<file path="src/rtl/coin_acceptor.sv">
// -----------------------------------------------------------------------------
// coin_acceptor
//
// Counts the pulse train produced by a coin mechanism and turns it into a coin
// code for the vending FSM. 1 pulse = 5 units, 2 pulses = 10 units and
// 4 pulses = 20 units. A train is finished after GAP_CYCLES consecutive
// clock cycles with no rising edge.
//
// Parameters
//   GAP_CYCLES  edge-free cycles that close a pulse train (2..255)
//   SAT_CNT     saturation value of the accepted-coin tally
//
// Ports
//   clk        clock; all state updates on its rising edge
//   rst        asynchronous, active-low reset
//   pulse_in   raw asynchronous pulse line from the coin mechanism
//   accept_en  1 = accept coins, 0 = count them but hand them back
//   coin       registered coin code: 00 none, 01 = 5, 10 = 10, 11 = 20
//   reject     registered one-cycle strobe: valid coin returned
//   err        registered one-cycle strobe: pulse count was not 1, 2 or 4
//   busy       1 while a train is being counted or emitted
//   tally      accepted-coin count, saturating at SAT_CNT
//   dbg_state  current FSM state (0 IDLE, 1 COUNT, 2 EMIT)
//
// The coin/reject/err strobes are always exactly one cycle wide and appear
// in the EMIT cycle only. There is no handshake: the consumer must sample
// the strobes on every clock; nothing is held or retried.
// -----------------------------------------------------------------------------
module coin_acceptor #(
  parameter int GAP_CYCLES = 8,
  parameter int SAT_CNT    = 255
) (
  input  logic       clk,
  input  logic       rst,
  input  logic       pulse_in,
  input  logic       accept_en,
  output logic [1:0] coin,
  output logic       reject,
  output logic       err,
  output logic       busy,
  output logic [7:0] tally,
  output logic [1:0] dbg_state
);

  typedef enum logic [1:0] {
    IDLE  = 2'd0,
    COUNT = 2'd1,
    EMIT  = 2'd2
  } state_t;

  // gap is compared against GAP_CYCLES-1 because the cycle that sees
  // gap == GAP_CYCLES-1 with no edge is the GAP_CYCLES-th quiet cycle.
  localparam logic [7:0] GAP_LAST = 8'(GAP_CYCLES - 1);
  localparam logic [7:0] SAT      = 8'(SAT_CNT);

  state_t     state;
  state_t     state_nx;
  logic       sync1;
  logic       sync2;
  logic       sync3;
  logic       pulse_edge;
  logic [2:0] pcnt;
  logic [2:0] pcnt_nx;
  logic [7:0] gap;
  logic [7:0] gap_nx;
  logic       train_done;
  logic [1:0] code_dec;
  logic [1:0] coin_nx;
  logic       reject_nx;
  logic       err_nx;

  // ---------------------------------------------------------------------------
  // Synchronizer plus edge-detect flop
  // ---------------------------------------------------------------------------
  always_ff @(posedge clk or negedge rst) begin
    if (!rst) begin
      sync1 <= 1'b0;
      sync2 <= 1'b0;
      sync3 <= 1'b0;
    end else begin
      sync1 <= pulse_in;
      sync2 <= sync1;
      sync3 <= sync2;
    end
  end

  assign pulse_edge = sync2 & ~sync3;

  // The train closes in the last quiet COUNT cycle; EMIT follows next cycle.
  assign train_done = (state == COUNT) && !pulse_edge && (gap == GAP_LAST);

  // ---------------------------------------------------------------------------
  // FSM process 1: state register and counters
  // ---------------------------------------------------------------------------
  always_ff @(posedge clk or negedge rst) begin
    if (!rst) begin
      state <= IDLE;
      pcnt  <= 3'd0;
      gap   <= 8'd0;
    end else begin
      state <= state_nx;
      pcnt  <= pcnt_nx;
      gap   <= gap_nx;
    end
  end

  // ---------------------------------------------------------------------------
  // FSM process 2: next-state logic
  // ---------------------------------------------------------------------------
  always_comb begin
    state_nx = state;
    pcnt_nx  = pcnt;
    gap_nx   = gap;
    case (state)
      IDLE: begin
        pcnt_nx = 3'd0;
        gap_nx  = 8'd0;
        if (pulse_edge) begin
          state_nx = COUNT;
          pcnt_nx  = 3'd1;
        end
      end
      COUNT: begin
        if (pulse_edge) begin
          pcnt_nx = (pcnt == 3'd7) ? 3'd7 : pcnt + 3'd1;
          gap_nx  = 8'd0;
        end else if (gap == GAP_LAST) begin
          state_nx = EMIT;
        end else begin
          gap_nx = gap + 8'd1;
        end
      end
      EMIT: begin
        // An edge landing in the EMIT cycle starts the next train right away
        // so its first pulse is not dropped.
        gap_nx = 8'd0;
        if (pulse_edge) begin
          state_nx = COUNT;
          pcnt_nx  = 3'd1;
        end else begin
          state_nx = IDLE;
          pcnt_nx  = 3'd0;
        end
      end
      default: begin
        state_nx = IDLE;
        pcnt_nx  = 3'd0;
        gap_nx   = 8'd0;
      end
    endcase
  end

  // ---------------------------------------------------------------------------
  // FSM process 3: output logic (next values of the registered strobes)
  // ---------------------------------------------------------------------------
  always_comb begin
    case (pcnt)
      3'd1:    code_dec = 2'b01;
      3'd2:    code_dec = 2'b10;
      3'd4:    code_dec = 2'b11;
      default: code_dec = 2'b00;
    endcase
  end

  always_comb begin
    coin_nx   = 2'b00;
    reject_nx = 1'b0;
    err_nx    = 1'b0;
    // accept_en matters only in this one cycle, whatever it did during COUNT.
    if (train_done) begin
      if (code_dec == 2'b00) begin
        err_nx = 1'b1;
      end else if (accept_en) begin
        coin_nx = code_dec;
      end else begin
        reject_nx = 1'b1;
      end
    end
  end

  // Output registers: loaded on entry to EMIT, cleared when EMIT ends.
  always_ff @(posedge clk or negedge rst) begin
    if (!rst) begin
      coin   <= 2'b00;
      reject <= 1'b0;
      err    <= 1'b0;
      tally  <= 8'd0;
    end else begin
      coin   <= coin_nx;
      reject <= reject_nx;
      err    <= err_nx;
      if ((state == EMIT) && (coin != 2'b00) && (tally < SAT)) begin
        tally <= tally + 8'd1;
      end
    end
  end

  assign busy      = (state != IDLE);
  assign dbg_state = state;

endmodule

</file>
<file path="config.mk">
export PLATFORM = sky130hd
export DESIGN_NAME = coin_acceptor
export DESIGN_NICKNAME = d
export VERILOG_FILES = /design/src/rtl/coin_acceptor.sv
export SDC_FILE = /design/constraint.sdc
export NUM_CORES = 1
export LEC_CHECK = 0
export CAP_MARGIN = 20
export CORE_MARGIN = 4
export CORE_UTILIZATION = 28
export DETAILED_ROUTE_END_ITERATION = 10
export GPL_ROUTABILITY_DRIVEN = 0
export PLACE_DENSITY = 0.53
export SYNTH_ARGS = -nofsm -noshare
export SYNTH_HDL_FRONTEND = slang
export SYNTH_SLANG_ARGS = --single-unit
</file>
<file path="constraint.sdc">
create_clock -name clk -period 2.2 [get_ports clk]
set_input_delay 0.55 -clock clk [delete_from_list [all_inputs] [get_ports clk]]
set_output_delay 0.55 -clock clk [all_outputs]
set_load 0.1 [all_outputs]
</file>
==> impl_metrics.env <==
export IMPL_rsz0062_at_grt="false"
export IMPL_postCtsResizedCells=0
export IMPL_ctsHoldBuffers=0
export IMPL_clk_path_buf_depth=2
export IMPL_cp_max_fo=10
export IMPL_postCtsSetupBuffers=0
export IMPL_area_growth_pct=24.4
export IMPL_port_buffers=18
export IMPL_min_delay_start="sync1$_DFF_PN0_"
export IMPL_wl_met1_um=1150
export IMPL_clockRootBuffer="clkbuf_8"
export IMPL_fin_skew_ns=0.00380
export IMPL_dpl_cell_count=209
export IMPL_p_total_uw=1720
export IMPL_layout_drive_gt1_share_pct=21.9
export IMPL_required_ns=1.65
export IMPL_diodes=0
export IMPL_antenna_found_initial=0
export IMPL_clk_latency_ns=0.27
export IMPL_fin_nets=159
export IMPL_ys_seq_area_share_pct=51.6
export IMPL_p_per_area_mw_per_mm2=1020
export IMPL_grt_pass1_vias=1000
export IMPL_cts_sinks=28
export IMPL_clk_pin_slew_worst_paths_ns=0.09
export IMPL_met2_length_um=1280
export IMPL_fp_dieH_um=77.6
export IMPL_r2r_start="tally[0]$_DFFE_PN0P_"
export IMPL_dieWidth_um=77.6
export IMPL_cts_tree="done"
export IMPL_yosysUniqueCellTypes=31
export IMPL_yosys_warnings=0
export IMPL_netlist_instances=124
export IMPL_startpoint="dbg_state[0]$_DFFE_PN0P_"
export IMPL_initial_core_util_pct=28.7
export IMPL_hold_viol_final=0
export IMPL_setup_tns_ns=0
export IMPL_worst_setup_path_start_kind="register"
export IMPL_syn_avg_cell_area_um2=10.9
export IMPL_ant_nets=0
export IMPL_grt_pass1_wl_um=4630
export IMPL_drt_wl_total_um=2560
export IMPL_cap_viol_max_count=0
export IMPL_seq_area_um2=701
export IMPL_globalRouteTotalUtil_pct=9.41
export IMPL_place_area_mm2=0.00162
export IMPL_relSlewSlack_pct=70.0
export IMPL_min_period_ns=1.94
export IMPL_remaining_drc_errors=0
export IMPL_design_area_mm2=0.00169
export IMPL_vias=940
export IMPL_coreArea_mm2=0.00472
export IMPL_crit_arrival_ns=1.39
export IMPL_wl_met3_um=120
export IMPL_setup_viol=0
export IMPL_vias_per_cell=4.41
export IMPL_ys_seq_elements=28
export IMPL_min_path_type="register to register"
export IMPL_drtIter0Drc=30
export IMPL_grt_max_degree=29
export IMPL_leakage_uw=0.000812
export IMPL_worst_pin_slew_ns=0.450
export IMPL_wire_per_inst_um=12.0
export IMPL_die_area_mm2=0.00603
export IMPL_first_pass_iters=2
export IMPL_peakVddDrop_mv=0.509
export IMPL_fin_crit_sh_pct=88.4
export IMPL_ios=19
export IMPL_fill_cells=463
export IMPL_cp_end_kind="primary output"
export IMPL_stdcell_count=213
export IMPL_multi_input_area_um2=627
export IMPL_cts_buffers=3
export IMPL_slew_violations=0
export IMPL_grt_ovfl_total=0
export IMPL_cts_max_level=1
export IMPL_final_util_pct=35.8
export IMPL_syn_area_mm2=0.00136
export IMPL_fmax_ghz=0.514
export IMPL_top_layer="met4"
export IMPL_synth_nets=136
export IMPL_std_cell_rows=25
export IMPL_dp_hpwl_um=1890
export IMPL_run_status="finished clean"
export IMPL_crit_type="register to primary output"
==> metrics by stage <==
stage | setup WS, ns | hold WS, ns
global placement | 0.578 | 0.343
detailed placement | 0.533 | 0.339
floorplan | 0.0607 | 0.254
finish | 0.256 | 0.367
global route | 0.180 | 0.373
CTS | 0.249 | 0.370
==> area by class of cell <==
class / instances / share of cell area, %
flip-flops and latches: 28 / 41.5
multi-input cells: 90 / 37.1
repair buffers: 19 / 11.1
well taps: 67 / 4.96
clock buffers: 3 / 2.44
clock inverters: 1 / 1.78
inverters: 5 / 1.11
==> critical path, stage by stage, from the launching register on <==
cell     delay [ns]
dfrtp_1        0.55
or2_2          0.39
buf_12         0.17
==> path summary, 6_finish.rpt <==
path                                        end  slack, ns  cells past startpoint
max in group asynchronous    gap[4]$_DFFE_PN0P_       1.28                      2
min                             sync2$_DFF_PN0_       0.37                      0
max                                        busy       0.26                      2
max reg2reg                tally[1]$_DFFE_PN0P_       0.52                      5
min reg2reg                     sync2$_DFF_PN0_       0.37                      0
min in group asynchronous     coin[1]$_DFF_PN0_       0.66                      2
==> report_power, final <==
group | internal, µW | switching, µW
clock network | 243 | 153
logic | 246 | 373
registers | 587 | 114
==> placed cells by master, fill, tap and decap left out, types with 2 or more instances in the layout <==
cell type,netlist,layout
dfrtp_1,28,28
mux2_2,5,5
clkbuf_8,0,3
nand2b_1,2,2
o21ai_0,2,2
a31oi_1,2,2
a21oi_1,8,8
nor3_1,3,3
xnor2_1,2,2
nand4_1,2,2
buf_4,0,13
and3_1,5,5
nand2_1,11,11
inv_1,5,5
nor2_1,14,14
ha_1,8,8
clkdlybuf4s50_1,0,3
nand3_1,6,6
xor2_1,5,5
or2_2,2,2
buf_12,0,3
==> synth_stat cells (all sizes together) <==
library cell  number  share of area, %
nand4              2              0.92
nand3              6               2.2
xor2               5               3.2
nand2b             2              0.92
mux2i              1              0.74
and4bb             1              0.92
mux2               6               5.0
nand4bb            1              0.83
and3               5               2.3
o22ai              1              0.46
or2                2              0.92
o21ba              1              0.74
nand2             11               3.0
nor2              14               3.9
nor4b              2               2.9
a21oi              8               2.9
a31oi              2              0.92
buf                1              0.83
inv                5               1.4
ha                 8               7.4
nor3b              1              0.55
o21bai             1              0.55
dfrtp             28                52
xnor2              2               1.3
a22oi              1              0.55
nor2b              1              0.46
o21ai              2              0.74
nor3               4               1.8
==> routing by layer <==
| metal | GRT usage [%] | vias up |
|---|---|---|
| li1 | - | 473 |
| met1 | 11.8 | 451 |
| met2 | 15.8 | 14 |
| met3 | 3.25 | 2 |
| met4 | 1.60 | 0 |
| met5 | 0 | - |
==> registers in the layout, indices dropped and copies added, names as in the netlist <==
signal / cells
dbg_state: 2
pcnt: 3
gap: 8
sync3: 1
tally: 8
err: 1
sync2: 1
coin: 2
sync1: 1
reject: 1
==> cell families (layout without fill, tap and decap cells) <==
family          count (synthesis)  count (layout)  synth area share (%)
simple gates                   52              52                  21.7
fa+ha+maj                       8               8                  7.37
mux                             7               7                  5.71
compound gates                 16              16                  6.91
buf+inv                         6              28                  2.21
flops                          28              28                  51.6
xor+xnor                        7               7                  4.52
No activity file was read; power rests on OpenSTA's default activity.
